$ cat src/rtl/serial_pattern_gen_pkg.sv
// Shared definitions for the serial pattern generator: FSM state encodings
// that the LEDR display logic decodes as well.
package serial_pattern_gen_pkg;

    localparam logic [1:0] StateIdle  = 2'b00;
    localparam logic [1:0] StateReady = 2'b01;
    localparam logic [1:0] StateShift = 2'b10;
    localparam logic [1:0] StateDone  = 2'b11;

    typedef enum logic [1:0] {
        StIdle  = StateIdle,
        StReady = StateReady,
        StShift = StateShift,
        StDone  = StateDone
    } state_e;

endpackage

$ cat src/rtl/serial_pattern_gen_bit_index_counter.sv
// Loadable down-counter that selects the pattern bit being shifted out.
// Load has priority over decrement.
module bit_index_counter #(
    parameter int unsigned CNT_W = 4
) (
    input  logic             clk_i,
    input  logic             rst_i,
    input  logic             load_i,
    input  logic [CNT_W-1:0] load_val_i,
    input  logic             dec_i,
    output logic [CNT_W-1:0] count_o,
    output logic             zero_o
);

    logic [CNT_W-1:0] cnt_d, cnt_q;

    always_comb begin
        cnt_d = cnt_q;
        if (load_i) begin
            cnt_d = load_val_i;
        end else if (dec_i) begin
            cnt_d = cnt_q - 1'b1;
        end
    end

    always_ff @(posedge clk_i) begin
        if (rst_i) begin
            cnt_q <= '0;
        end else begin
            cnt_q <= cnt_d;
        end
    end

    assign count_o = cnt_q;
    assign zero_o  = (cnt_q == '0);

endmodule

$ cat src/rtl/serial_pattern_gen.sv
// Captures a pattern of 1..WIDTH bits and shifts it out MSB-first, one bit per
// cycle, optionally looping. Outputs decode only registered state and index.
module serial_pattern_gen
    import serial_pattern_gen_pkg::*;
#(
    parameter int unsigned WIDTH = 8,
    parameter int unsigned CNT_W = 4
) (
    input  logic             clk_i,
    input  logic             rst_i,
    input  logic             load_i,
    input  logic [WIDTH-1:0] pattern_i,
    input  logic [CNT_W-1:0] length_i,
    input  logic             start_i,
    input  logic             stop_i,
    input  logic             repeat_en_i,
    output logic             w_out_o,
    output logic             w_valid_o,
    output logic             busy_o,
    output logic             done_o,
    output logic [1:0]       state_o
);

    localparam logic [CNT_W-1:0] WidthCnt = CNT_W'(WIDTH);

    state_e           state_d, state_q;
    logic [WIDTH-1:0] pat_d, pat_q;
    logic [CNT_W-1:0] len_d, len_q;
    logic             cnt_load, cnt_dec, cnt_zero;
    logic [CNT_W-1:0] cnt_load_val, idx;
    logic [WIDTH-1:0] pat_shifted;
    logic             load_ok;

    assign load_ok = load_i && (length_i != '0) && (length_i <= WidthCnt);

    bit_index_counter #(
        .CNT_W (CNT_W)
    ) u_bit_index_counter (
        .clk_i      (clk_i),
        .rst_i      (rst_i),
        .load_i     (cnt_load),
        .load_val_i (cnt_load_val),
        .dec_i      (cnt_dec),
        .count_o    (idx),
        .zero_o     (cnt_zero)
    );

    // Next-state logic
    always_comb begin
        state_d      = state_q;
        pat_d        = pat_q;
        len_d        = len_q;
        cnt_load     = 1'b0;
        cnt_dec      = 1'b0;
        cnt_load_val = len_q - 1'b1;
        unique case (state_q)
            StIdle: begin
                if (load_ok) begin
                    pat_d   = pattern_i;
                    len_d   = length_i;
                    state_d = StReady;
                end
            end
            StReady: begin
                // A load request blocks start even when its length is rejected.
                if (load_i) begin
                    if (load_ok) begin
                        pat_d = pattern_i;
                        len_d = length_i;
                    end
                end else if (start_i) begin
                    cnt_load = 1'b1;
                    state_d  = StShift;
                end
            end
            StShift: begin
                if (stop_i) begin
                    state_d = StReady;
                end else if (cnt_zero) begin
                    if (repeat_en_i) begin
                        cnt_load = 1'b1;
                    end else begin
                        state_d = StDone;
                    end
                end else begin
                    cnt_dec = 1'b1;
                end
            end
            StDone: begin
                state_d = StReady;
            end
            default: begin
                state_d = StIdle;
            end
        endcase
    end

    // State registers
    always_ff @(posedge clk_i) begin
        if (rst_i) begin
            state_q <= StIdle;
            pat_q   <= '0;
            len_q   <= '0;
        end else begin
            state_q <= state_d;
            pat_q   <= pat_d;
            len_q   <= len_d;
        end
    end

    assign pat_shifted = pat_q >> idx;

    // Output decode
    always_comb begin
        w_out_o   = 1'b0;
        w_valid_o = 1'b0;
        busy_o    = 1'b0;
        done_o    = 1'b0;
        state_o   = state_q;
        if (state_q == StShift) begin
            w_out_o   = pat_shifted[0];
            w_valid_o = 1'b1;
            busy_o    = 1'b1;
        end
        if (state_q == StDone) begin
            done_o = 1'b1;
        end
    end

endmodule

$ cat config.mk
export PLATFORM = sky130hd
export DESIGN_NAME = serial_pattern_gen
export DESIGN_NICKNAME = d
export VERILOG_FILES = /design/src/rtl/serial_pattern_gen_pkg.sv /design/src/rtl/serial_pattern_gen_bit_index_counter.sv /design/src/rtl/serial_pattern_gen.sv
export SDC_FILE = /design/constraint.sdc
export NUM_CORES = 1
export LEC_CHECK = 0
export CELL_PAD_IN_SITES_DETAIL_PLACEMENT = 1
export CELL_PAD_IN_SITES_GLOBAL_PLACEMENT = 1
export CORE_ASPECT_RATIO = 1.4
export CORE_MARGIN = 1
export CORE_UTILIZATION = 39
export DETAILED_ROUTE_END_ITERATION = 12
export HOLD_SLACK_MARGIN = 0.1
export PLACE_DENSITY = 0.85
export SLEW_MARGIN = 20
export SYNTH_ARGS = -nofsm -noshare
export SYNTH_HDL_FRONTEND = slang
export SYNTH_SLANG_ARGS = --single-unit
$ cat constraint.sdc
create_clock -name clk_i -period 5.3 [get_ports clk_i]
set_input_delay 1.06 -clock clk_i [delete_from_list [all_inputs] [get_ports clk_i]]
set_output_delay 1.06 -clock clk_i [all_outputs]
set_load 0.02 [all_outputs]
* Yosys cells after proc, flatten, opt, wreduce, memory -nomap -nowiden *
Index checks and enable logic that the tools add are counted.

word-level totals
  logic and storage cells = 53
  input bits = 18
  flip-flop bits (word level) = 18

cells by class
  shifts and indexed selects = 1
  reduce and logical (&&, ||, !) cells = 9
  equality and inequality tests = 9
  magnitude comparators = 1
  add/subtract/negate cells = 2
  multiplexer cells = 27

operators by type and width
  operator               number
  $mux W4                4
  $mux W8                2
  $pmux W8 S2            1
  $mux W2                6
  $mux W1                11
  $ne A2 B2 Y1 const B   4
  $pmux W2 S4            1
  $pmux W4 S2            1
  $shr A8 B4 Y1          1
  $sub A4 B1 Y4 const B  2
  $ne A3 B3 Y1 const B   2
  $reduce_and A5 Y1      1
  $eq A2 B2 Y1 const B   2
  $le A4 B4 Y1 const B   1
  $logic_not A4 Y1       1
  $reduce_bool A2 Y1     2
  $reduce_bool A4 Y1     1
  $eq A2 B1 Y1 const B   1
  $logic_and A1 B1 Y1    2
  $logic_not A2 Y1       1
  $pmux W1 S2            1
  $reduce_and A2 Y1      1

* Logic depth before layout (Yosys ltp) *
  depth after elaboration = 6
  mapped depth = 10
  mapped depth without buffers = 10

* Modules after synthesis *
Synthesis repeated with hierarchy kept, for this count alone.

unflattened totals
  cell total of the unflattened synthesis = 103
  area, all modules = 1022.2 um^2

by module, submodules not included
  module              times used  sequential area each (um^2)  cells each  area each (um^2)
  serial_pattern_gen  1           280.3                        77          789.5
  bit_index_counter   1           80.1                         26          232.7

* Least setup slack after synthesis *
OpenSTA, ideal clock, no wires.

  kind = input-to-reg
  from = input stop_i
  to = register u_bit_index_counter.cnt_q[2] (netlist: u_bit_index_counter.count_o[2])
  arrival time = 2.681 ns
  slack = 2.534 ns
  library setup time = 0.086 ns
  stages = 8
  cells stage by stage = nor2b_1 -> a32oi_1 -> nand2b_1 -> mux2i_1 -> ha_1 -> nand3_1 -> xor2_1 -> a211oi_1

on the way
  word-level cells in the longest chain between the ends = 3
  elaborated cells between the ends (all ways) = 6

RTL lines
  what                                                  RTL line                                    source
  start: declaration                                    serial_pattern_gen.sv:15                    input logic stop_i,
  $mux W1                                               serial_pattern_gen.sv:77                    if (stop_i) begin
  $pmux W1 S2 / $mux W1 (equally long branches)         serial_pattern_gen.sv:56                    unique case (state_q)
  $mux W4 / $reduce_bool A2 Y1 (equally long branches)  --
  end signal: assignment                                serial_pattern_gen_bit_index_counter.sv:30  cnt_q <= cnt_d;
  end: declaration                                      serial_pattern_gen_bit_index_counter.sv:15  logic [CNT_W-1:0] cnt_d, cnt_q;

Parallel ways exist; a longest one is shown, timed or not.
A chain may end at the register's enable or synchronous reset.

* Worst setup path in the final report *
  from = input stop_i
  to = register u_bit_index_counter.cnt_q[1] (netlist: u_bit_index_counter.count_o[1])

Same word-level chain as after synthesis.

==> impl_metrics.csv <==
group,metric,value,unit
pwr,static-leakage-power,0.535,nW
clock_network,cts_inserted_buffers,3,
global_route,grt_antenna_before_repair,0,
clock_network,cts_sink_count,18,
synthesis,yosysWarnings,0,
critical_path,worstReg2RegEnd,"u_bit_index_counter.count_o[1]$_SDFFE_PP0P_",
sta,final.setup_skew,0.00802,ns
global_route,grtUsageTotal,19.6,%
drt,count_of_nets_left_with_antenna_violations_after_detail_routing,0,
synthesis,synth_top_cell_area_share,35.6,%
sta,finalHoldViolCount,0,
synthesis,ys_seq_area_share,35.6,%
sta,hold_ws,0.502,ns
die,placement_rows,21,
synthesis,syn-instance-count,101,
worst_hold_path,hold_class,"reg -> reg",
job,max_cap_viol_count,0,
clock_network,ctsResizeCount,0,
drt,drt_first_pass_iters,4,
critical_path,critPathMaxFanout,7,
clock_network,cts-root-buf,"sky130_fd_sc_hd__clkbuf_4",
cells_and_area,stdcell_area,1280,sq um
clock_network,cts_hold_buffers,0,
sta,drv_slew,0,
global_route,largest_net_degree_at_the_start_of_global_routing,20,
critical_path,critical_path.endpoint_type,"flop",
critical_path,worst-r2r-setup-slack,2.49,ns
cells_and_area,nets,147,
placement,placedCellCount,153,
outcome,run_status,"finished clean",
clock_network,clock_tree_from_tritoncts,"yes",
synthesis,yosys.area_share.adder,6.19,%
pwr,swShare,28.2,%
synthesis,synth_compound_gate_area_share,13.7,%
sta,rsz0062_at_grt,"no",
pwr,peakVddDrop,0.179,mV
placement,gpl.final_weighted_congestion,0.800,
die,die-height,62.2,microns
drt,vias,831,
sta,fraction_of_the_cycle_the_final_worst_path_needs,61.6,%
clock_network,clk_latency,0.29,ns
synthesis,yosys-top-cells-area,"sky130_fd_sc_hd__dfxtp_1 (36%), sky130_fd_sc_hd__mux2i_1 (14%), sky130_fd_sc_hd__ha_1 (6.2%), sky130_fd_sc_hd__mux4_1 (5.2%), sky130_fd_sc_hd__nor2_1 (5.2%)",
synthesis,synthXorXnorAreaFrac,3.47,%
pwr,clock_power_share,26.3,%
die,die_area,2800,sq um
placement,placement.io_buffers,23,
pwr,power_density,248,nW/um^2
cells_and_area,syn2layout_area_growth,26.9,%
sta,setup_viol_count_final,0,
synthesis,syn-cell-area,1010,sq um
die,starting_density_of_the_core,41.8,%
critical_path,worstRegToRegCells,8,
sta,timing.final.crit_period,3.26,ns
drt,drcViolationCount,0,
critical_path,worstPathRequired,5.46,ns
global_route,first_pass_grt_wire_length,4080,microns
clock_network,cts.clk_slew.worst_paths,0.11,ns
clock_network,postCtsSetupRepairBufs,0,
synthesis,synth_area_leader_cell,"sky130_fd_sc_hd__dfxtp_1",
drt,postRouteWirelength,2390,microns
die,die_boundary_width,45.0,microns
critical_path,arrival_time_at_the_worst_endpoint,3.42,ns
cells_and_area,antenna-diode-count,0,
pwr,share_seq_of_total_power,47.8,%
placement,dp.final_hpwl,1930,microns
critical_path,worstSetupStartpointType,"primary input",
sta,fmax,0.306,GHz
die,core-area,2420,sq um
clock_network,cts-htree-levels,1,
pwr,p_comb_share,25.9,%
die,number_of_top_level_pins,24,
cells_and_area,finalNonFillerCells,157,
sta,final.setup.tns,0,ns
global_route,grt-ovfl-total,0,
global_route,grt_pass1_vias,903,
cells_and_area,utilization,53.1,%
drt,post_drt_via_cell_ratio,5.29,
drt,drt-wirelength-per-cell,15.2,microns
critical_path,critPathKind,"in -> reg",
synthesis,synth_top_family_by_area,"multiplexers",
worst_hold_path,min_delay_path_depth,2,
pwr,net-switching-power,0.0896,mW
synthesis,synthMuxAreaShare,20.5,%
synthesis,yosys.cell_types.count,34,
pwr,intPower,0.228,mW
synthesis,postSynthNetCount,124,
synthesis,synth-simple-area-share,14.9,%
worst_hold_path,hold_critical_path_endpoint,"pat_q[5]$_SDFFE_PP0P_",
critical_path,rr_startpoint,"state_o[0]$_SDFFE_PP0P_",
placement,dpl_cell_area,1250,sq um
synthesis,synth_area_per_cell,10.0,sq um
cells_and_area,post_route_cells_drive_above_1_share,8.94,%
sta,worst_margin_slew,0.880,ns
drt,iteration_0_drc_count_of_the_detailed_router,16,
clock_network,cts.path.max_buffers,2,
sta,timing.max_slew.rel_slack,41.3,%
synthesis,synth.ff_latch_count,18,
worst_hold_path,holdCritStartpoint,"pat_q[5]$_SDFFE_PP0P_",
-- how the worst max path moves through the flow --
| stage | depth (start not counted) | startpoint | end |
|---|---|---|---|
| finish | 7 | stop_i | u_bit_index_counter.count_o[1]$_SDFFE_PP0P_ |
| global route | 9 | stop_i | u_bit_index_counter.count_o[2]$_SDFFE_PP0P_ |
| CTS | 4 | u_bit_index_counter.count_o[0]$_SDFFE_PP0P_ | w_out_o |
| detailed placement | 7 | stop_i | u_bit_index_counter.count_o[1]$_SDFFE_PP0P_ |
| global placement | 9 | stop_i | u_bit_index_counter.count_o[2]$_SDFFE_PP0P_ |
| floorplan | 8 | stop_i | u_bit_index_counter.count_o[2]$_SDFFE_PP0P_ |
-- power groups by stage --
stage	Clock [mW]	Sequential, mW	Combinational, mW
global route	0.0911	0.153	0.0897
floorplan	0	0.154	0.0538
global placement	0	0.154	0.0783
detailed placement	0	0.155	0.0826
CTS	0.0864	0.152	0.0834
finish	0.0836	0.152	0.0825
-- layout make-up --
type                       count  area (sq um)
clock buffer                   4          36.3
fill                         287          1130
inverter                       5          18.8
multi-input combinational     73           594
sequential                    18           360
tap                           34          42.5
timing repair buffer          23           230
-- state kept, by name (all words and copies together), names as in the netlist --
register                     cells
len_q                            4
pat_q                            8
u_bit_index_counter.count_o      4
state_o                          2
-- critical path: stages --
cell                              delay (ns)
sky130_fd_sc_hd__clkdlybuf4s50_1        0.40
sky130_fd_sc_hd__nor2b_1                0.45
sky130_fd_sc_hd__a32oi_1                0.31
sky130_fd_sc_hd__nand2b_1               0.30
sky130_fd_sc_hd__mux2i_1                0.16
sky130_fd_sc_hd__ha_1                   0.32
sky130_fd_sc_hd__a221oi_1               0.42
-- stage by stage --
stage          setup WS [ns]  total power, mW
2_1_floorplan           2.53            0.208
3_3_place_gp            1.93            0.232
3_5_place_dp            1.78            0.238
4_1_cts                 2.04            0.322
5_1_grt                 1.90            0.334
6_report                2.04            0.318
-- layout by cell type (no fill, tap or decap), drive strengths merged --
cell type / n
nor3: 3
mux2: 1
a221oi: 1
xnor2: 1
nand3: 2
a21oi: 4
or3: 1
a211oi: 2
nor4: 1
o211ai: 2
nor2b: 2
mux4: 2
a32oi: 1
nor3b: 2
nand2: 2
mux2i: 14
o31ai: 1
xor2: 3
a31o: 2
clkdlybuf4s50: 23
dfxtp: 18
o2111ai: 1
inv: 5
nand2b: 1
nor2: 14
clkbuf: 4
o21ai: 3
or4: 2
ha: 5
-- kinds of logic after synthesis --
| kind of cell | Yosys count |
|---|---|
| AND/OR/NAND/NOR | 30 |
| XOR/XNOR | 4 |
| flip-flops | 18 |
| adder cells (fa/ha/maj) | 5 |
| multiplexers | 17 |
| AO/OA/AOI/OAI | 17 |
| buffers and inverters | 10 |
-- Yosys cell counts --
master and n:
sky130_fd_sc_hd__dfxtp_1 18, sky130_fd_sc_hd__mux2i_1 14, sky130_fd_sc_hd__nor2_1 14, sky130_fd_sc_hd__ha_1 5, sky130_fd_sc_hd__inv_1 5, sky130_fd_sc_hd__a21oi_1 4, sky130_fd_sc_hd__nor3_1 3, sky130_fd_sc_hd__xor2_1 3
sky130_fd_sc_hd__a211oi_1 2, sky130_fd_sc_hd__a31o_2 2, sky130_fd_sc_hd__buf_6 2, sky130_fd_sc_hd__mux4_1 2, sky130_fd_sc_hd__nand2_1 2, sky130_fd_sc_hd__nand3_1 2, sky130_fd_sc_hd__nor2b_1 2, sky130_fd_sc_hd__nor3b_1 2
sky130_fd_sc_hd__o21ai_0 2, sky130_fd_sc_hd__a221oi_1 1, sky130_fd_sc_hd__a32oi_1 1, sky130_fd_sc_hd__buf_1 1, sky130_fd_sc_hd__buf_4 1, sky130_fd_sc_hd__clkbuf_1 1, sky130_fd_sc_hd__mux2_4 1, sky130_fd_sc_hd__nand2b_1 1
sky130_fd_sc_hd__nor4_1 1, sky130_fd_sc_hd__o2111ai_2 1, sky130_fd_sc_hd__o211ai_1 1, sky130_fd_sc_hd__o211ai_2 1, sky130_fd_sc_hd__o21ai_4 1, sky130_fd_sc_hd__o31ai_1 1, sky130_fd_sc_hd__or3_1 1, sky130_fd_sc_hd__or4_1 1
sky130_fd_sc_hd__or4_4 1, sky130_fd_sc_hd__xnor2_1 1
-- per-layer routing --
layer	global-route usage [%]	share of wire, %
met3	4.94	3.0
met2	34.1	55
met1	21.4	40
met5	0	0
met4	8.33	2.3
Power figures use the tool's default switching activity.
